$ cat src/rtl/akuma_motion_ctrl_if.sv
// Control bundle between the key decoder and the Akuma motion controller.
// The master drives the per-frame keys; the slave returns position and pose.
interface akuma_motion_ctrl_if;
   logic       frame_tick;
   logic       move_left;
   logic       move_right;
   logic       punch;
   logic       jump;
   logic [9:0] AkumaX;
   logic [9:0] AkumaY;
   logic [2:0] sprite;
   logic       attack_active;

   modport master (
      output frame_tick, move_left, move_right, punch, jump,
      input  AkumaX, AkumaY, sprite, attack_active
   );

   modport slave (
      input  frame_tick, move_left, move_right, punch, jump,
      output AkumaX, AkumaY, sprite, attack_active
   );
endinterface

$ cat src/rtl/akuma_motion_ctrl.sv
// Akuma per-frame motion and pose controller.
// Handles walking, a timed punch and a gravity jump, updated once per frame.
module akuma_motion_ctrl #(
   parameter int X_START      = 100,
   parameter int X_MIN        = 0,
   parameter int X_MAX        = 576,
   parameter int GROUND_Y     = 400,
   parameter int WALK_STEP    = 4,
   parameter int PUNCH_FRAMES = 12,
   parameter int JUMP_VEL     = 8,
   parameter int GRAVITY      = 1
) (
   input logic Clk,
   input logic Reset,
   akuma_motion_ctrl_if.slave bus
);

   typedef enum logic [1:0] {
      ST_STAND = 2'd0,
      ST_PUNCH = 2'd1,
      ST_JUMP  = 2'd2
   } state_t;

   localparam logic [10:0]        XMIN11 = 11'(X_MIN);
   localparam logic [10:0]        XMAX11 = 11'(X_MAX);
   localparam logic [10:0]        STEP11 = 11'(WALK_STEP);
   localparam logic signed [10:0] GY11   = 11'(GROUND_Y);

   state_t            state_q, state_d;
   logic [9:0]        x_q, x_d;
   logic [9:0]        y_q, y_d;
   logic signed [6:0] vy_q, vy_d;
   logic [5:0]        cnt_q, cnt_d;
   logic              pprev_q, pprev_d;
   logic              jprev_q, jprev_d;
   logic [2:0]        sprite_q, sprite_d;
   logic              atk_q, atk_d;

   logic              punch_edge;
   logic              jump_edge;
   logic [10:0]       x_ext;
   logic [10:0]       x_walk;
   logic signed [10:0] ny;

   assign punch_edge = bus.punch & ~pprev_q;
   assign jump_edge  = bus.jump & ~jprev_q;
   assign x_ext      = {1'b0, x_q};
   assign ny         = $signed({1'b0, y_q})
                     - $signed({{4{vy_q[6]}}, vy_q});

   // Walk target with both clamps resolved in 11 bits
   always_comb begin
      x_walk = x_ext;
      if (bus.move_left && !bus.move_right) begin
         if (x_ext >= XMIN11 + STEP11)
            x_walk = x_ext - STEP11;
         else
            x_walk = XMIN11;
      end else if (bus.move_right && !bus.move_left) begin
         if (x_ext + STEP11 > XMAX11)
            x_walk = XMAX11;
         else
            x_walk = x_ext + STEP11;
      end
   end

   always_comb begin
      state_d = state_q;
      x_d     = x_q;
      y_d     = y_q;
      vy_d    = vy_q;
      cnt_d   = cnt_q;
      pprev_d = pprev_q;
      jprev_d = jprev_q;
      if (bus.frame_tick) begin
         pprev_d = bus.punch;
         jprev_d = bus.jump;
         unique case (state_q)
            ST_STAND: begin
               x_d = x_walk[9:0];
               if (jump_edge) begin
                  state_d = ST_JUMP;
                  vy_d    = 7'(JUMP_VEL);
               end else if (punch_edge) begin
                  state_d = ST_PUNCH;
                  cnt_d   = 6'(PUNCH_FRAMES - 1);
               end
            end
            ST_PUNCH: begin
               if (cnt_q == 6'd0)
                  state_d = ST_STAND;
               else
                  cnt_d = cnt_q - 6'd1;
            end
            ST_JUMP: begin
               x_d = x_walk[9:0];
               if (ny >= GY11) begin
                  y_d     = GY11[9:0];
                  vy_d    = 7'sd0;
                  state_d = ST_STAND;
               end else begin
                  y_d  = ny[10] ? 10'd0 : ny[9:0];
                  vy_d = vy_q - 7'(GRAVITY);
               end
            end
            default: state_d = ST_STAND;
         endcase
      end
   end

   always_comb begin
      sprite_d = 3'd0;
      atk_d    = 1'b0;
      unique case (state_d)
         ST_PUNCH: begin
            sprite_d = 3'd1;
            atk_d    = 1'b1;
         end
         ST_JUMP:  sprite_d = 3'd2;
         default:  sprite_d = 3'd0;
      endcase
   end

   always_ff @(posedge Clk) begin
      if (Reset) begin
         state_q  <= ST_STAND;
         x_q      <= 10'(X_START);
         y_q      <= 10'(GROUND_Y);
         vy_q     <= 7'sd0;
         cnt_q    <= 6'd0;
         pprev_q  <= 1'b0;
         jprev_q  <= 1'b0;
         sprite_q <= 3'd0;
         atk_q    <= 1'b0;
      end else begin
         state_q  <= state_d;
         x_q      <= x_d;
         y_q      <= y_d;
         vy_q     <= vy_d;
         cnt_q    <= cnt_d;
         pprev_q  <= pprev_d;
         jprev_q  <= jprev_d;
         sprite_q <= sprite_d;
         atk_q    <= atk_d;
      end
   end

   assign bus.AkumaX        = x_q;
   assign bus.AkumaY        = y_q;
   assign bus.sprite        = sprite_q;
   assign bus.attack_active = atk_q;

endmodule

$ cat src/flat_wrapper.sv
// flat-port wrapper written by rule: the top's interface ports become plain ports
module akuma_motion_ctrl_flat 
#(
   parameter int X_START      = 100,
   parameter int X_MIN        = 0,
   parameter int X_MAX        = 576,
   parameter int GROUND_Y     = 400,
   parameter int WALK_STEP    = 4,
   parameter int PUNCH_FRAMES = 12,
   parameter int JUMP_VEL     = 8,
   parameter int GRAVITY      = 1
)
  (Clk, Reset, bus_frame_tick, bus_move_left, bus_move_right, bus_punch, bus_jump, bus_AkumaX, bus_AkumaY, bus_sprite, bus_attack_active);
  akuma_motion_ctrl_if bus_i ();
  input logic Clk;
  input logic Reset;
  input wire logic [$bits(bus_i.frame_tick)-1:0] bus_frame_tick;
  input wire logic [$bits(bus_i.move_left)-1:0] bus_move_left;
  input wire logic [$bits(bus_i.move_right)-1:0] bus_move_right;
  input wire logic [$bits(bus_i.punch)-1:0] bus_punch;
  input wire logic [$bits(bus_i.jump)-1:0] bus_jump;
  output wire logic [$bits(bus_i.AkumaX)-1:0] bus_AkumaX;
  output wire logic [$bits(bus_i.AkumaY)-1:0] bus_AkumaY;
  output wire logic [$bits(bus_i.sprite)-1:0] bus_sprite;
  output wire logic [$bits(bus_i.attack_active)-1:0] bus_attack_active;
  assign bus_i.frame_tick = bus_frame_tick;
  assign bus_i.move_left = bus_move_left;
  assign bus_i.move_right = bus_move_right;
  assign bus_i.punch = bus_punch;
  assign bus_i.jump = bus_jump;
  assign bus_AkumaX = bus_i.AkumaX;
  assign bus_AkumaY = bus_i.AkumaY;
  assign bus_sprite = bus_i.sprite;
  assign bus_attack_active = bus_i.attack_active;
  akuma_motion_ctrl #(.X_START(X_START), .X_MIN(X_MIN), .X_MAX(X_MAX), .GROUND_Y(GROUND_Y), .WALK_STEP(WALK_STEP), .PUNCH_FRAMES(PUNCH_FRAMES), .JUMP_VEL(JUMP_VEL), .GRAVITY(GRAVITY)) u_core (.Clk(Clk), .Reset(Reset), .bus(bus_i));
endmodule
$ cat config.mk
export PLATFORM = sky130hd
export DESIGN_NAME = akuma_motion_ctrl_flat
export DESIGN_NICKNAME = d
export VERILOG_FILES = /design/src/rtl/akuma_motion_ctrl_if.sv /design/src/rtl/akuma_motion_ctrl.sv /design/src/flat_wrapper.sv
export SDC_FILE = /design/constraint.sdc
export NUM_CORES = 1
export LEC_CHECK = 0
export ABC_AREA = 1
export BUFFER_PORTS_ARGS = -buffer_cell sky130_fd_sc_hd__buf_2
export CAP_MARGIN = 20
export CORE_UTILIZATION = 59
export CTS_CLUSTER_DIAMETER = 200
export DETAILED_ROUTE_END_ITERATION = 16
export PLACE_DENSITY = 0.81
export REMOVE_ABC_BUFFERS = 1
export SKIP_CTS_REPAIR_TIMING = 1
export SYNTH_ARGS = -nofsm -noshare
export SYNTH_HDL_FRONTEND = slang
export SYNTH_SLANG_ARGS = --single-unit
$ cat constraint.sdc
create_clock -name Clk -period 2.6 [get_ports Clk]
set_clock_uncertainty 0.1 [all_clocks]
set_input_delay 0.13 -clock Clk [delete_from_list [all_inputs] [get_ports Clk]]
set_output_delay 0.13 -clock Clk [all_outputs]
set_load 0.005 [all_outputs]
==> results.txt <==
Max cap viols - 0
DRC viols - 0
Initial core utilization - 0.610
Initial antenna violation count - 0
CP max stage cell - fa_2
Routability cong. - 0.910
Synth unique cells - 42
Worst path cell trace - inv_1 -> ha_1 -> fa_2 -> inv_1 -> nand3_1 -> nand2_1 -> nand2_1 -> nand2_1 -> nand2_1 -> nand2_1 -> nand3_4 -> nand2_4 -> nand2_4 -> nand2_4 -> nand2_4 -> nand2_4 -> nor2_2
Die Area - 4780 um2
Nets - 430
Fin. max-slew vios - 0
Part of the cycle the worst path needs - 0.920
First-pass GRT wire length - 9710 um
Ant diodes - 0
Clock Root Buffer - clkbuf_8
PD cells - 629 nW/um2
Lkg Pwr - 0.00137 uW
Seq/Total Area, Yosys - 0.279
WP buf/inv - 2
Peak Freq - 418 MHz
Fin. Hold Viols - 0
Die Height - 69.1 um
Congestion Overflow GR - 0
I/O Buffers - 27
Synth Instances - 374
Status - completed
WHS - 4.29 ps
Core Box Area - 4350 um2
Clock Path Buffers - 2
Area added between synthesis and finish - 9.65%
Vias/cell - 5.31
Slew headroom - 0.640
Mapped Area - 2660 um2
CP Max Fanout - 9
Synth warn - 0
Reg clk slew, reported paths - 70 ps
Top post-synthesis cells by area - dfxtp_1, nand2_1, ha_1
RSZ-0062 raised after global routing - false
Largest net degree at the start of global routing - 17
Syn avg cell area - 7.11 um2
Clock H-tree levels - 2
Number of synthesized register bits - 37
CP Class - reg -> reg
Arr. time, crit path - 2470 ps
CTS Sinks - 37
Initial DRT Pass Iterations - 4
Fill count - 394
Top-area cell type share of the netlist area - 0.279
Top Family by Delay on Critical Path - simple AND/OR/NAND/NOR gates
CTS tree - done
Final ANT Viol Nets - 0
Die X-Extent - 69.1 um
CP Launch Type - register
Worst VDD drop - 0.486 mV
Vias - 2425
First DRT Iteration DRCs - 126
Final Routed Wirelength - 5490 um
Post-DP HPWL - 4250 um
Layout cells sized above 1 - 0.210
Worst EP required - 2680 ps
DR WL/cell - 12.0 um
HP Class - in -> reg
Final setup TNS - 0 ps
Placed instance count - 449
Clock Latency Late Sink - 290 ps
Number of global-route vias before repair - 2277
Cell taking the most area after synthesis - dfxtp_1
Non-Filler Instances - 457
Gr usage total - 0.248
Critical path endpoint category - register
Num ports - 31
Slowest stage delay, CP - 370 ps
Final setup viols - 0
Final min period - 2390 ps
Cts bufs inserted - 5
Num rows - 24
Slew @ Worst Pin - 539 ps
-- path summary, 6_finish.rpt --
check                       start  depth (start not counted)  slack, ps               to
min                bus_frame_tick                          2          4   u_core.pprev_q
min reg2reg       u_core.cnt_q[0]                          1        360  u_core.cnt_q[0]
max reg2reg  u_core.bus.AkumaY[0]                         17        210   u_core.vy_q[4]
max          u_core.bus.AkumaY[0]                         17        210   u_core.vy_q[4]
-- through the flow --
stage	worst slack, ps	instance area [um2]	utilization	total power, uW
2_1_floorplan	312	2600	-	1270
3_3_place_gp	243	2820	0.647	1400
3_5_place_dp	150	2820	0.647	1420
4_1_cts	128	2900	0.667	1820
5_1_grt	18.7	2910	0.669	1970
6_report	209	2910	0.669	1830
-- kinds of logic (layout without fill, tap and decap cells) --
logic type / Yosys count / count (layout) / share of synthesized area
simple gates: 170 / 170 / 0.327
buf+inv: 67 / 96 / 0.107
compound gates: 62 / 62 / 0.129
flops: 37 / 37 / 0.279
xor+xnor: 19 / 19 / 0.0697
fa+ha+maj: 18 / 18 / 0.0876
other cells: 1 / 3 / 0.00141
-- worst register-to-register path, cell delays in order, from the launching register on --
cell and delay (ps):
dfxtp_1 350, inv_1 60, ha_1 240, fa_2 370
inv_1 90, nand3_1 70, nand2_1 110, nand2_1 80
nand2_1 70, nand2_1 60, nand2_1 120, nand3_4 100
nand2_4 90, nand2_4 90, nand2_4 100, nand2_4 50
nand2_4 100, nor2_2 50
-- power breakdown --
group / switching (uW) / total, uW / internal, uW
clock: 188 / 398 / 210
combinational: 492 / 778 / 286
sequential: 44.0 / 658 / 614
total: 723 / 1830 / 1110
-- flip-flops by register name, indices dropped and copies added (netlist names) --
register and flops:
u_core.bus.AkumaY 10, u_core.bus.AkumaX 8, u_core.vy_q 7, u_core.cnt_q 6, u_core.bus.sprite 2, u_core.state_q 2
u_core.jprev_q 1, u_core.pprev_q 1
-- cell usage after synthesis --
cell       instances
xnor2_1            3
ha_1              17
nor3_2             2
o21ai_2            1
inv_1             45
a22oi_1            1
nand3_2            4
buf_6              1
nand3b_1           1
nand2_2            7
or3_1              1
o21ai_0           20
nor3_1             7
nand3_4            1
clkinv_1           1
dfxtp_1           37
nand2_1           66
buf_4              4
nor3b_1            1
or2_0              1
inv_2             13
nor4_1             1
nor2_2             7
xor2_4             1
xor2_1            15
fa_1               1
o21ai_1            5
or2_1              2
nand4_1            8
nand3_1           22
o2111ai_1          1
o211ai_1           1
conb_1             1
clkbuf_1           2
nor2_4             3
a21oi_1           25
nand2_4            6
a31oi_1            5
a21boi_2           1
a21oi_2            2
nor2_1            30
clkbuf_8           1
-- cell type report --
type,count,area (um2),area share
timing repair buffer,30,158,0.0541
tap,52,65.1,0.0223
clock buffer,7,86.3,0.0296
multi-input combinational,272,1640,0.564
inverter,59,221,0.0760
sequential,37,741,0.254
-- per-layer routing --
metal  global-route usage  wire [um]  up-vias
met1                0.321       2590     1104
met3               0.0526        237        8
li1                     -          -     1261
met4               0.0726         57        0
met5                    0          0        -
met2                0.415       2600       52
-- placed cells by master (no fill, tap or decap), drive strengths merged, types with 3 or more instances in the layout --
cell type,netlist,layout
nand2,79,79
inv,58,58
nor2,40,40
dfxtp,37,37
buf,5,30
a21oi,27,27
nand3,27,27
o21ai,26,26
ha,17,17
xor2,16,16
nor3,9,9
nand4,8,8
clkbuf,3,7
a31oi,5,5
xnor2,3,3
conb,1,3
or2,3,3
Note: power is estimated with default switching activity, not from simulation.
